[src/rtl/axi4_lite_reg_bridge.sv]
// AXI4-Lite slave to simple register-bus bridge with independent write/read FSMs.
// Define AXI4_LITE_REG_BRIDGE_DECERR_EN to answer out-of-range word indices with DECERR.
module axi4_lite_reg_bridge #(
    parameter int ADDR_WIDTH = 32,
    parameter int DATA_WIDTH = 32,
    parameter int REG_NUM    = 16
) (
    input  logic                                      clk_i,
    input  logic                                      rst_n_i,
    input  logic [ADDR_WIDTH-1:0]                     s_axi_awaddr,
    input  logic [2:0]                                s_axi_awprot,
    input  logic                                      s_axi_awvalid,
    output logic                                      s_axi_awready,
    input  logic [DATA_WIDTH-1:0]                     s_axi_wdata,
    input  logic [DATA_WIDTH/8-1:0]                   s_axi_wstrb,
    input  logic                                      s_axi_wvalid,
    output logic                                      s_axi_wready,
    output logic [1:0]                                s_axi_bresp,
    output logic                                      s_axi_bvalid,
    input  logic                                      s_axi_bready,
    input  logic [ADDR_WIDTH-1:0]                     s_axi_araddr,
    input  logic [2:0]                                s_axi_arprot,
    input  logic                                      s_axi_arvalid,
    output logic                                      s_axi_arready,
    output logic [DATA_WIDTH-1:0]                     s_axi_rdata,
    output logic [1:0]                                s_axi_rresp,
    output logic                                      s_axi_rvalid,
    input  logic                                      s_axi_rready,
    output logic                                      reg_wr_en_o,
    output logic [ADDR_WIDTH-$clog2(DATA_WIDTH/8)-1:0] reg_wr_addr_o,
    output logic [DATA_WIDTH-1:0]                     reg_wr_data_o,
    output logic [DATA_WIDTH/8-1:0]                   reg_wr_strb_o,
    output logic                                      reg_rd_en_o,
    output logic [ADDR_WIDTH-$clog2(DATA_WIDTH/8)-1:0] reg_rd_addr_o,
    input  logic [DATA_WIDTH-1:0]                     reg_rd_data_i
);
    localparam int OFS    = $clog2(DATA_WIDTH/8);
    localparam int IDX_W  = ADDR_WIDTH - OFS;
    localparam int STRB_W = DATA_WIDTH/8;
    localparam logic [IDX_W:0] REG_LIM = (IDX_W+1)'(REG_NUM);
`ifdef AXI4_LITE_REG_BRIDGE_DECERR_EN
    localparam bit DECERR_EN = 1'b1;
`else
    localparam bit DECERR_EN = 1'b0;
`endif

    typedef enum logic [1:0] {W_IDLE, W_EXEC, W_RESP} w_state_t;
    typedef enum logic [1:0] {R_IDLE, R_EXEC, R_WAIT, R_RESP} r_state_t;

    w_state_t w_state, w_next;
    r_state_t r_state, r_next;

    logic              live;
    logic              aw_full, w_full;
    logic [IDX_W-1:0]  aw_idx;
    logic [DATA_WIDTH-1:0] w_data;
    logic [STRB_W-1:0] w_strb;
    logic              wr_err, rd_err;

    logic              aw_hs, w_hs, ar_hs;
    logic [IDX_W-1:0]  aw_idx_in, ar_idx_in, wr_idx_sel;
    logic [DATA_WIDTH-1:0] wdata_sel;
    logic [STRB_W-1:0] wstrb_sel;
    logic              unused_bits;

    function automatic logic out_of_range(input logic [IDX_W-1:0] idx);
        return DECERR_EN && ({1'b0, idx} >= REG_LIM);
    endfunction

    assign aw_hs       = s_axi_awvalid && s_axi_awready;
    assign w_hs        = s_axi_wvalid && s_axi_wready;
    assign ar_hs       = s_axi_arvalid && s_axi_arready;
    assign aw_idx_in   = s_axi_awaddr[ADDR_WIDTH-1:OFS];
    assign ar_idx_in   = s_axi_araddr[ADDR_WIDTH-1:OFS];
    assign wr_idx_sel  = aw_full ? aw_idx : aw_idx_in;
    assign wdata_sel   = w_full ? w_data : s_axi_wdata;
    assign wstrb_sel   = w_full ? w_strb : s_axi_wstrb;
    assign unused_bits = ^{s_axi_awprot, s_axi_arprot,
                           s_axi_awaddr[OFS-1:0], s_axi_araddr[OFS-1:0]};

    // live keeps the ready outputs low until the first edge after reset release
    always_ff @(posedge clk_i or negedge rst_n_i) begin
        if (!rst_n_i) begin
            live    <= 1'b0;
            w_state <= W_IDLE;
            r_state <= R_IDLE;
        end else begin
            live    <= 1'b1;
            w_state <= w_next;
            r_state <= r_next;
        end
    end

    always_comb begin
        w_next = w_state;
        case (w_state)
            W_IDLE:  if ((aw_full || aw_hs) && (w_full || w_hs)) w_next = W_EXEC;
            W_EXEC:  w_next = W_RESP;
            W_RESP:  if (s_axi_bready) w_next = W_IDLE;
            default: w_next = W_IDLE;
        endcase
    end

    always_comb begin
        r_next = r_state;
        case (r_state)
            R_IDLE:  if (ar_hs) r_next = R_EXEC;
            R_EXEC:  r_next = R_WAIT;
            R_WAIT:  r_next = R_RESP;
            R_RESP:  if (s_axi_rready) r_next = R_IDLE;
            default: r_next = R_IDLE;
        endcase
    end

    always_comb begin
        s_axi_awready = live && (w_state == W_IDLE) && !aw_full;
        s_axi_wready  = live && (w_state == W_IDLE) && !w_full;
        s_axi_bvalid  = (w_state == W_RESP);
        s_axi_bresp   = wr_err ? 2'b11 : 2'b00;
        reg_wr_en_o   = (w_state == W_EXEC) && !wr_err;
        s_axi_arready = live && (r_state == R_IDLE);
        s_axi_rvalid  = (r_state == R_RESP);
        s_axi_rresp   = rd_err ? 2'b11 : 2'b00;
        reg_rd_en_o   = (r_state == R_EXEC) && !rd_err;
    end

    // Slots, register-bus outputs and read data; bus outputs only move on a new transaction
    always_ff @(posedge clk_i or negedge rst_n_i) begin
        if (!rst_n_i) begin
            aw_full       <= 1'b0;
            w_full        <= 1'b0;
            aw_idx        <= '0;
            w_data        <= '0;
            w_strb        <= '0;
            wr_err        <= 1'b0;
            rd_err        <= 1'b0;
            reg_wr_addr_o <= '0;
            reg_wr_data_o <= '0;
            reg_wr_strb_o <= '0;
            reg_rd_addr_o <= '0;
            s_axi_rdata   <= '0;
        end else begin
            if (aw_hs) begin
                aw_full <= 1'b1;
                aw_idx  <= aw_idx_in;
            end
            if (w_hs) begin
                w_full <= 1'b1;
                w_data <= s_axi_wdata;
                w_strb <= s_axi_wstrb;
            end
            if (w_state == W_IDLE && w_next == W_EXEC) begin
                reg_wr_addr_o <= wr_idx_sel;
                reg_wr_data_o <= wdata_sel;
                reg_wr_strb_o <= wstrb_sel;
                wr_err        <= out_of_range(wr_idx_sel);
            end
            if (w_state == W_RESP && s_axi_bready) begin
                aw_full <= 1'b0;
                w_full  <= 1'b0;
            end
            if (ar_hs) begin
                reg_rd_addr_o <= ar_idx_in;
                rd_err        <= out_of_range(ar_idx_in);
            end
            if (r_state == R_WAIT) begin
                s_axi_rdata <= rd_err ? '0 : reg_rd_data_i;
            end
        end
    end
endmodule

[config.mk]
export PLATFORM = sky130hd
export DESIGN_NAME = axi4_lite_reg_bridge
export DESIGN_NICKNAME = d
export VERILOG_FILES = /design/src/rtl/axi4_lite_reg_bridge.sv
export SDC_FILE = /design/constraint.sdc
export NUM_CORES = 1
export LEC_CHECK = 0
export CORE_ASPECT_RATIO = 1.75
export CORE_UTILIZATION = 38
export DETAILED_ROUTE_END_ITERATION = 7
export GPL_TIMING_DRIVEN = 0
export PLACE_DENSITY = 0.66
export SLEW_MARGIN = 20
export SYNTH_ARGS = -nofsm -noshare
export SYNTH_HDL_FRONTEND = slang
export SYNTH_SLANG_ARGS = --single-unit
[constraint.sdc]
create_clock -name clk_i -period 4.51 [get_ports clk_i]
set_input_delay 0.6765 -clock clk_i [delete_from_list [all_inputs] [get_ports clk_i]]
set_output_delay 0.6765 -clock clk_i [all_outputs]
set_load 0.05 [all_outputs]
==> impl_results.md <==
* Outcome: completed
* Core Rows at 71
* Initial antenna violation count at 0
* Top-area cell type share of the netlist area at 0.597
* Yosys reg bits at 201
* Critical Path End: s_axi_awready
* Avg Cell Area, Syn at 15.7 µm²
* Final Wtd Congestion at 0.751
* H-tree depth at 1
* Share of layout cells above drive strength 1 at 0.255
* Seq pwr share at 0.302
* DP Cell Count at 1104
* Fin nets at 984
* Number of diodes at 0
* DIE AREA at 0.0228 mm²
* Worst Path Max Fanout at 10
* Comb power frac at 0.539
* Max clock buf depth at 3
* Leakage at 5.19 nW
* Layout Skew at 0.0146 ns
* Gr usage total at 0.192
* Drt first pass iters at 4
* Sw Pwr at 4.59 mW
* Final total power at 10.8 mW
* Worst Setup SP: w_state[1]
* Most common cell after layout, fill and taps aside: clkdlybuf4s50_1
* Post-cts resize count at 0
* Worst Hold Slack at 0.0650 ns
* CTS tree: done
* Final Util at 0.567
* Sequential fraction of the synthesis area at 0.597
* Clock share of power at 0.159
* Routed len/inst at 19.0 µm
* Sum Neg Setup Slack at 0 ns
* Most frequent cells in the layout: clkdlybuf4s50_1 (268), dfrtp_1 (201), mux2_2 (128), mux2_1 (53)
* HPWL after detailed placement at 16.5 mm
* Reg2reg start: r_state[0]
* Least-Margin Pin Slew at 0.621 ns
* Sw frac at 0.427
* First-pass GRT wire length at 33.8 mm
* CTS Sinks at 201
* Setup CP Type: flop to output port
* YS warnings at 0
* HP Class: input pin to async pin
* Area growth syn-to-layout at 45.3%
* Fin crit share at 0.775
* ANT nets after route at 0
* Number of CTS-inserted buffers at 20
* Pin count of the biggest net entering global routing at 100
* Max-cap violation count at 0
* Vias per Instance at 4.90
* CORE AREA at 0.0216 mm²
* Routed WL at 21.7 mm
* Leading post-synthesis cells by cell area: dfrtp_1 (60%), mux2_2 (17%), mux2_1 (7.1%), o221a_1 (4.0%), mux2_4 (3.6%)
* Post-route minimum period at 3.50 ns
* R2R Path End: s_axi_rdata[24]
* Root Driver: clkbuf_16
* Post-Syn Area at 0.00843 mm²
* Yosys cell types at 28
* Cell taking the most area after synthesis: dfrtp_1
* Path depth of the worst reg2reg path at 5
* Slew Limit Fails at 0
* Grt ovf at 0
* WP data required at 3.83 ns
* Power density cells at 879 mW/mm²
* Max frequency at 286 MHz
* Starting Density at 0.390
* Final setup violating endpoints at 0
* Worst Path Arrival at 2.82 ns
* Number of remaining DRC errors at 0
* # IOs at 284
* Crit. End Element: output port
* RSZ-0062 raised after global routing: no
* DR iter-0 viols at 131
* Chip width at 115 µm
* Post-cts hold buffer count at 0
* Startpoint type of the worst setup path: flop
* Final non-filler cell total at 1140
* Worst skew pair latency at 0.49 ns
* Clk slew on worst S/H paths at 0.06 ns
* Port bufs at 269
* Vias at 5590
* Worst relative slew slack at 0.586
* Die Ht at 199 µm
* Internal cell power at 6.16 mW
* FF-to-FF setup slack at 2.57 ns
* Synth Instances at 538
* Post-CTS setup buffers at 0
* Max VDD drop at 0.446 mV
* Final Hold Viols at 0
* Vias in the first global route at 6241
==> worst min path at each step <==
stage / from / end / cells after the start
global placement: w_data[22] / w_data[22] / 1
CTS: rst_n_i / s_axi_rdata[27] / 1
finish: rst_n_i / reg_rd_addr_o[21] / 1
detailed placement: reg_wr_data_o[1] / reg_wr_data_o[1] / 1
floorplan: rst_n_i / aw_full / 0
global route: rst_n_i / reg_rd_addr_o[21] / 1
==> logic make-up (layout without fill, tap and decap cells) <==
kind of cell / after synthesis / after routing / share of synthesized area
compound gates: 40 / 40 / 0.0468
fa+ha+maj: 5 / 5 / 0.00742
buf+inv: 41 / 348 / 0.0267
flops: 201 / 201 / 0.597
mux: 202 / 202 / 0.279
other cells: 2 / 5 / 0.000891
simple gates: 47 / 47 / 0.0429
==> cell type report <==
type	instances	area, µm²
fillers	1795	9340
flip-flops and latches	201	5030
multi-input cells	299	3190
repair buffers	271	2750
clock buffers	29	626
well taps	292	365
plain buffers	38	214
clock inverters	7	60.1
inverters	3	11.3
==> power groups by stage <==
stage	clock (mW)	combinational, mW	sequential (mW)
floorplan	0	1.96	5.20
global placement	0	5.73	3.21
detailed placement	0	5.86	3.28
CTS	1.77	5.88	3.25
global route	1.83	6.07	3.36
finish	1.71	5.80	3.25
==> per-layer routing <==
layer / GRT usage / share of wire
met1: 0.199 / 0.35
met2: 0.374 / 0.57
met3: 0.0384 / 0.053
met4: 0.0673 / 0.026
met5: 0 / 0
==> critical path, stage by stage (launching register included) <==
cell,delay (ns)
dfrtp_1,0.49
nor4b_4,0.47
clkbuf_1,0.45
clkdlybuf4s50_1,0.92
==> cells in the mapped netlist <==
library cell,count
nor2b_1,4
nor2_1,1
a21o_1,1
o221a_1,30
o21a_1,1
mux2i_1,1
nor4b_4,2
buf_2,15
buf_6,3
a21oi_1,5
o21ai_0,2
mux2_4,20
nand2_1,5
mux2_1,53
ha_1,5
nand3b_1,30
clkbuf_1,12
dfrtp_1,201
mux2_2,128
o22ai_1,1
nand2_2,1
conb_1,2
nand2b_1,1
inv_1,3
or4b_1,1
and2_1,1
nor4_2,1
buf_4,8
==> registers in the layout, indices dropped and copies added (netlist names) <==
register       cells
aw_idx            30
reg_wr_strb_o      4
r_state            2
reg_wr_data_o     32
w_state            2
w_data            32
w_strb             4
s_axi_rdata       32
reg_rd_addr_o     30
w_full             1
aw_full            1
reg_wr_addr_o     30
live               1
==> per-stage QoR <==
step / worst slack [ns] / cell area, µm²
after floorplan: 2.35 / 8440
after global placement: -5.29 / 11500
after detailed placement: 1.51 / 11600
after CTS: 0.979 / 12200
after global routing: 0.859 / 12200
final: 1.01 / 12200
(Power assumes the default switching activity.)
